File: src/rtl/ssd_pkg.sv
// rtl/ssd_pkg.sv - shared types and segment table for the seven-segment scan driver
package ssd_pkg;

    typedef logic [1:0] digit_idx_t;

    localparam logic [6:0] SEG_OFF = 7'h00;
    localparam logic [3:0] AN_OFF  = 4'h0;

    // Active-high segment patterns, bit order {g,f,e,d,c,b,a}
    localparam logic [6:0] SEG_TABLE [16] = '{
        7'h3F, 7'h06, 7'h5B, 7'h4F, 7'h66, 7'h6D, 7'h7D, 7'h07,
        7'h7F, 7'h6F, 7'h77, 7'h7C, 7'h39, 7'h5E, 7'h79, 7'h71
    };

endpackage

File: src/rtl/ssd_scan_driver_if.sv
// rtl/ssd_scan_driver_if.sv - digit inputs and display outputs of the scan driver
interface ssd_scan_driver_if;

    logic       en;
    logic [3:0] R3;
    logic [3:0] R2;
    logic [3:0] R1;
    logic [3:0] R0;
    logic [3:0] dp_mask;
    logic       blank_lz;
    logic [3:0] an;
    logic [6:0] seg;
    logic       dp;
    logic       frame_tick;

    modport master (
        output en, R3, R2, R1, R0, dp_mask, blank_lz,
        input  an, seg, dp, frame_tick
    );

    modport slave (
        input  en, R3, R2, R1, R0, dp_mask, blank_lz,
        output an, seg, dp, frame_tick
    );

endinterface

File: src/rtl/ssd_decoder.sv
// rtl/ssd_decoder.sv - combinational hex to seven-segment decode, active-high
module ssd_decoder
    import ssd_pkg::*;
(
    input  logic [3:0] digit,
    output logic [6:0] seg
);

    assign seg = SEG_TABLE[digit];

endmodule

File: src/rtl/ssd_scan_driver.sv
// rtl/ssd_scan_driver.sv - time-multiplexed 4-digit seven-segment driver with frame-aligned digit snapshot
module ssd_scan_driver
    import ssd_pkg::*;
#(
    parameter int CLK_HZ     = 100_000_000,
    parameter int SCAN_HZ    = 1000,
    parameter int ACTIVE_LOW = 1
) (
    input  logic                clk,
    input  logic                rst,
    ssd_scan_driver_if.slave    bus
);

    localparam int DIVISOR = (CLK_HZ / SCAN_HZ < 1) ? 1 : CLK_HZ / SCAN_HZ;
    localparam int CW      = (DIVISOR > 1) ? $clog2(DIVISOR) : 1;
    localparam logic [CW-1:0] LAST = CW'(DIVISOR - 1);
    localparam logic POL   = (ACTIVE_LOW != 0);

    logic [CW-1:0]   count;
    digit_idx_t      sel;
    logic [3:0][3:0] sh_digit;
    logic [3:0]      sh_dp;
    logic            sh_blz;
    logic            load_pending;

    logic            tick;
    logic            boundary;
    logic            load;
    logic [3:0]      blank;
    logic [3:0]      cur_digit;
    logic [6:0]      cur_seg;
    logic            show;
    logic [3:0]      an_l;
    logic [6:0]      seg_l;
    logic            dp_l;

    logic [3:0]      an_q;
    logic [6:0]      seg_q;
    logic            dp_q;
    logic            frame_tick_q;

    assign tick     = bus.en && (count == LAST);
    assign boundary = tick && (sel == 2'd3);
    assign load     = bus.en && (boundary || load_pending);

    // Leading zeros blank from the left; the rightmost digit always shows
    always_comb begin
        blank    = 4'b0000;
        blank[3] = sh_blz && (sh_digit[3] == 4'd0);
        blank[2] = blank[3] && (sh_digit[2] == 4'd0);
        blank[1] = blank[2] && (sh_digit[1] == 4'd0);
    end

    assign cur_digit = sh_digit[sel];

    ssd_decoder u_decoder (
        .digit (cur_digit),
        .seg   (cur_seg)
    );

    // Nothing is shown until the first snapshot lands, so reset zeros never reach the display
    always_comb begin
        show  = bus.en && !load_pending && !blank[sel];
        an_l  = AN_OFF;
        seg_l = SEG_OFF;
        dp_l  = 1'b0;
        if (show) begin
            an_l  = 4'b0001 << sel;
            seg_l = cur_seg;
            dp_l  = sh_dp[sel];
        end
    end

    always_ff @(posedge clk) begin
        if (rst) begin
            count        <= '0;
            sel          <= '0;
            sh_digit     <= '0;
            sh_dp        <= '0;
            sh_blz       <= 1'b0;
            load_pending <= 1'b1;
            frame_tick_q <= 1'b0;
            an_q         <= AN_OFF ^ {4{POL}};
            seg_q        <= SEG_OFF ^ {7{POL}};
            dp_q         <= POL;
        end else begin
            frame_tick_q <= boundary;
            if (bus.en) begin
                count <= tick ? '0 : count + 1'b1;
                if (tick) begin
                    sel <= sel + 1'b1;
                end
            end
            if (load) begin
                sh_digit     <= {bus.R3, bus.R2, bus.R1, bus.R0};
                sh_dp        <= bus.dp_mask;
                sh_blz       <= bus.blank_lz;
                load_pending <= 1'b0;
            end
            an_q  <= an_l ^ {4{POL}};
            seg_q <= seg_l ^ {7{POL}};
            dp_q  <= dp_l ^ POL;
        end
    end

    assign bus.an         = an_q;
    assign bus.seg        = seg_q;
    assign bus.dp         = dp_q;
    assign bus.frame_tick = frame_tick_q;

endmodule
File: src/flat_wrapper.sv
// flat-port wrapper written by rule: the top's interface ports become plain ports
module ssd_scan_driver_flat import ssd_pkg::*;
#(
    parameter int CLK_HZ     = 100_000_000,
    parameter int SCAN_HZ    = 1000,
    parameter int ACTIVE_LOW = 1
)
  (clk, rst, bus_en, bus_R3, bus_R2, bus_R1, bus_R0, bus_dp_mask, bus_blank_lz, bus_an, bus_seg, bus_dp, bus_frame_tick);
  ssd_scan_driver_if bus_i ();
  input  logic clk;
  input  logic rst;
  input wire logic [$bits(bus_i.en)-1:0] bus_en;
  input wire logic [$bits(bus_i.R3)-1:0] bus_R3;
  input wire logic [$bits(bus_i.R2)-1:0] bus_R2;
  input wire logic [$bits(bus_i.R1)-1:0] bus_R1;
  input wire logic [$bits(bus_i.R0)-1:0] bus_R0;
  input wire logic [$bits(bus_i.dp_mask)-1:0] bus_dp_mask;
  input wire logic [$bits(bus_i.blank_lz)-1:0] bus_blank_lz;
  output wire logic [$bits(bus_i.an)-1:0] bus_an;
  output wire logic [$bits(bus_i.seg)-1:0] bus_seg;
  output wire logic [$bits(bus_i.dp)-1:0] bus_dp;
  output wire logic [$bits(bus_i.frame_tick)-1:0] bus_frame_tick;
  assign bus_i.en = bus_en;
  assign bus_i.R3 = bus_R3;
  assign bus_i.R2 = bus_R2;
  assign bus_i.R1 = bus_R1;
  assign bus_i.R0 = bus_R0;
  assign bus_i.dp_mask = bus_dp_mask;
  assign bus_i.blank_lz = bus_blank_lz;
  assign bus_an = bus_i.an;
  assign bus_seg = bus_i.seg;
  assign bus_dp = bus_i.dp;
  assign bus_frame_tick = bus_i.frame_tick;
  ssd_scan_driver #(.CLK_HZ(CLK_HZ), .SCAN_HZ(SCAN_HZ), .ACTIVE_LOW(ACTIVE_LOW)) u_core (.clk(clk), .rst(rst), .bus(bus_i));
endmodule
File: config.mk
export PLATFORM = sky130hd
export DESIGN_NAME = ssd_scan_driver_flat
export DESIGN_NICKNAME = d
export VERILOG_FILES = /design/src/rtl/ssd_pkg.sv /design/src/rtl/ssd_scan_driver_if.sv /design/src/rtl/ssd_decoder.sv /design/src/rtl/ssd_scan_driver.sv /design/src/flat_wrapper.sv
export SDC_FILE = /design/constraint.sdc
export NUM_CORES = 1
export LEC_CHECK = 0
export CAP_MARGIN = 20
export CORE_MARGIN = 2
export CORE_UTILIZATION = 54
export DETAILED_ROUTE_END_ITERATION = 8
export PLACE_DENSITY = 0.77
export SYNTH_ARGS = -nofsm -noshare
export SYNTH_HDL_FRONTEND = slang
export SYNTH_HIERARCHICAL = 1
export SYNTH_SLANG_ARGS = --single-unit
File: constraint.sdc
create_clock -name clk -period 2.29 [get_ports clk]
set_input_delay 0.3435 -clock clk [delete_from_list [all_inputs] [get_ports clk]]
set_output_delay 0.3435 -clock clk [all_outputs]
set_load 0.1 [all_outputs]
==> reports/qor.yml <==
cpMostUsedCell: "inv_1"
syn_nets: 317
hp-class: "reg2reg"
yosys-top-cells-area: "dfxtp_1 (41%), nand2_1 (9.6%), mux2i_1 (8.8%)"
netlist.top_cell.by_area: "dfxtp_1"
rr_startpoint: "u_core/sel[0]"
peakVddDrop_mv: 0.318
hold_buffers: 0
required_ps: 2540
endpoint: "u_core/bus.seg[3]"
grtUsageMet1: 0.266
ys_warn_count: 6
wl_um: 4910
leakage_uw: 0.00123
ctsHtreeMaxLevel: 2
rsz0062_at_grt: "no"
cp_slowest_cell: "mux4_2"
grt_util_met2: 0.326
io_pins: 37
cp_max_fo: 5
area_growth_pct: 18.0
crit_path_start_kind: "register"
synth_top_area_frac: 0.414
clk_latency_ps: 300
drc: 0
grt_max_degree: 44
critical_path_depth: 6
die_w_um: 73.6
ys_ff_latch: 54
wl_per_cell_um: 13.2
die_height_um: 73.6
crit_chain: "mux4_2 -> inv_1 -> ha_1 -> inv_1 -> mux4_1 -> nand2_1"
portBuffers: 36
hpwl_um: 3680
cts_buffer_depth: 2
use_met3: 0.0412
grt_usage: 0.197
max_stage_delay_ps: 600
yosys.cell_types.count: 48
coreArea_mm2: 0.00469
synthArstFlopShare: 0
drive_gt1_frac: 0.138
die_area_mm2: 0.00541
overflow: 0
status: "complete, no violations"
drtIter0Drc: 77
hold_slack_ps: 462
path_clk_slew_ps: 80
finalSetupViolCount: 0
fillerInstances: 407
rrSetupSlack_ps: 180
reg2reg_depth: 6
avgViaCountPerCell: 5.49
min_period_over_period: 0.923
post_cts_buffers: 0
antennaDiodeCount: 0
ant_nets: 0
routabilityCongestion: 0.798
fin_crit_ps: 2110
synth-edff-count: 0
grt_pass1_vias: 1900
clock_skew_ps: 4.93
cap_violations: 0
worst-endpoint-arrival_ps: 2360
hold_violations: 0
syn_inst: 281
syn_area_per_cell_um2: 9.30
clockRootBuffer: "clkbuf_8"
fmax_mhz: 473
worstSetupEndpointType: "register"
routed-via-count: 2043
crit_family: "multiplexers"
first_pass_iters: 4
report.final.slew_viol_count: 0
cts_buffers: 5
antenna_found_initial: 0
critPathKind: "reg2reg"
rr_endpoint: "u_core/bus.seg[3]"
slew-limit-headroom: 0.708
synthFlopType: "dfxtp_1"
startpoint: "u_core/sel[0]"
cts_resized: 0
power_density_mw_per_mm2: 562
initial_utilization: 0.557
clkSinkCount: 54
grt_pass1_wl_um: 8380
std_cell_rows: 25
top_usage_layer: "met2"
nets: 354
tns_ps: 0
cts_tree: "done"
hold_depth: 2
ys_seq_area_frac: 0.414
worst-path-buf-inv: 2
worst_slew_pin_slew_ps: 431
syn-cell-area_mm2: 0.00261
through the flow:
| stage | instances | setup slack, ps | utilization | area [µm²] | power, µW |
|---|---|---|---|---|---|
| floorplan | 281 | 200 | - | 2610 | 1180 |
| global placement | 365 | 186 | 0.641 | 3010 | 1260 |
| detailed placement | 365 | 133 | 0.641 | 3010 | 1260 |
| CTS | 372 | 161 | 0.657 | 3080 | 1750 |
| global route | 372 | 48.1 | 0.657 | 3080 | 1810 |
| finish | 372 | 176 | 0.657 | 3080 | 1730 |
report_power, final:
part	internal (µW)	switching [µW]	leakage (µW)	total, µW
logic	116	133	0.000752	249
registers	971	20.8	0.000440	992
clock network	211	280	0.0000383	491
cell type report:
class / count / area (µm²) / share of cell area
multi-input cells: 203 / 1420 / 0.461
repair buffers: 44 / 400 / 0.130
well taps: 54 / 67.6 / 0.0219
inverters: 10 / 37.5 / 0.0122
clock buffers: 7 / 76.3 / 0.0248
flip-flops and latches: 54 / 1080 / 0.351
routing by layer:
layer | vias up | wire (µm)
li1 | 1040 | -
met1 | 963 | 2350
met2 | 36 | 2340
met3 | 4 | 176
met4 | 0 | 40
met5 | - | 0
state kept, by name, indices dropped and copies added, names as in the netlist:
signal	cells
u_core/sel	2
u_core/bus.an	4
u_core/sh_blz	1
u_core/bus.frame_tick	1
u_core/count	17
u_core/load_pending	1
u_core/bus.seg	7
u_core/sh_digit	16
u_core/sh_dp	4
u_core/bus.dp	1
tightest hold or removal path, cell delays in order, from the launching register on:
cell	delay [ps]
dfxtp_1	320
nand2_1	50
mux2i_1	50
cell usage in the layout, fill, tap and decap left out, types with 2 or more instances in the layout:
cell / count
mux2i_1: 23
xor2_1: 6
buf_4: 20
clkbuf_8: 5
nand4_1: 3
nand3_1: 8
ha_1: 12
dfxtp_1: 54
and4_1: 3
inv_1: 9
or4_1: 2
nor4_1: 3
mux4_2: 5
xnor2_1: 4
clkbuf_1: 2
nor2_1: 12
mux2_2: 2
nor3_1: 4
nand2_1: 67
o21ai_0: 5
and3_1: 3
a21oi_1: 12
o31ai_1: 3
and2_1: 2
or3_1: 3
clkdlybuf4s50_1: 23
cell families after synthesis:
logic type / synth area share
and+or+nand+nor: 0.222
xor gates and xnor gates: 0.0335
AOI/OAI and AO/OA: 0.0728
buffers and inverters: 0.0450
DFF: 0.414
adders and majority gates: 0.0575
muxes: 0.156
worst min-delay path by stage:
stage	startpoint	endpoint	slack, ps
after floorplan	u_core/sh_dp[2]	u_core/sh_dp[2]	430
after global placement	u_core/sh_dp[3]	u_core/sh_dp[3]	440
after detailed placement	u_core/sh_digit[3]	u_core/sh_digit[3]	450
after CTS	u_core/sh_digit[3]	u_core/sh_digit[3]	460
after global routing	u_core/sh_dp[3]	u_core/sh_dp[3]	480
final	u_core/sh_digit[3]	u_core/sh_digit[3]	460
cell usage after synthesis (4+ instances only):
| master | n |
|---|---|
| o21ai_0 | 5 |
| inv_1 | 9 |
| buf_2 | 5 |
| nor2_1 | 12 |
| a21oi_1 | 12 |
| xor2_1 | 6 |
| nand3_1 | 8 |
| mux2i_1 | 23 |
| xnor2_1 | 4 |
| ha_1 | 12 |
| nand2_1 | 67 |
| nor3_1 | 4 |
| mux4_2 | 5 |
| dfxtp_1 | 54 |
| clkbuf_1 | 5 |
Power figures use the tool's default switching activity.
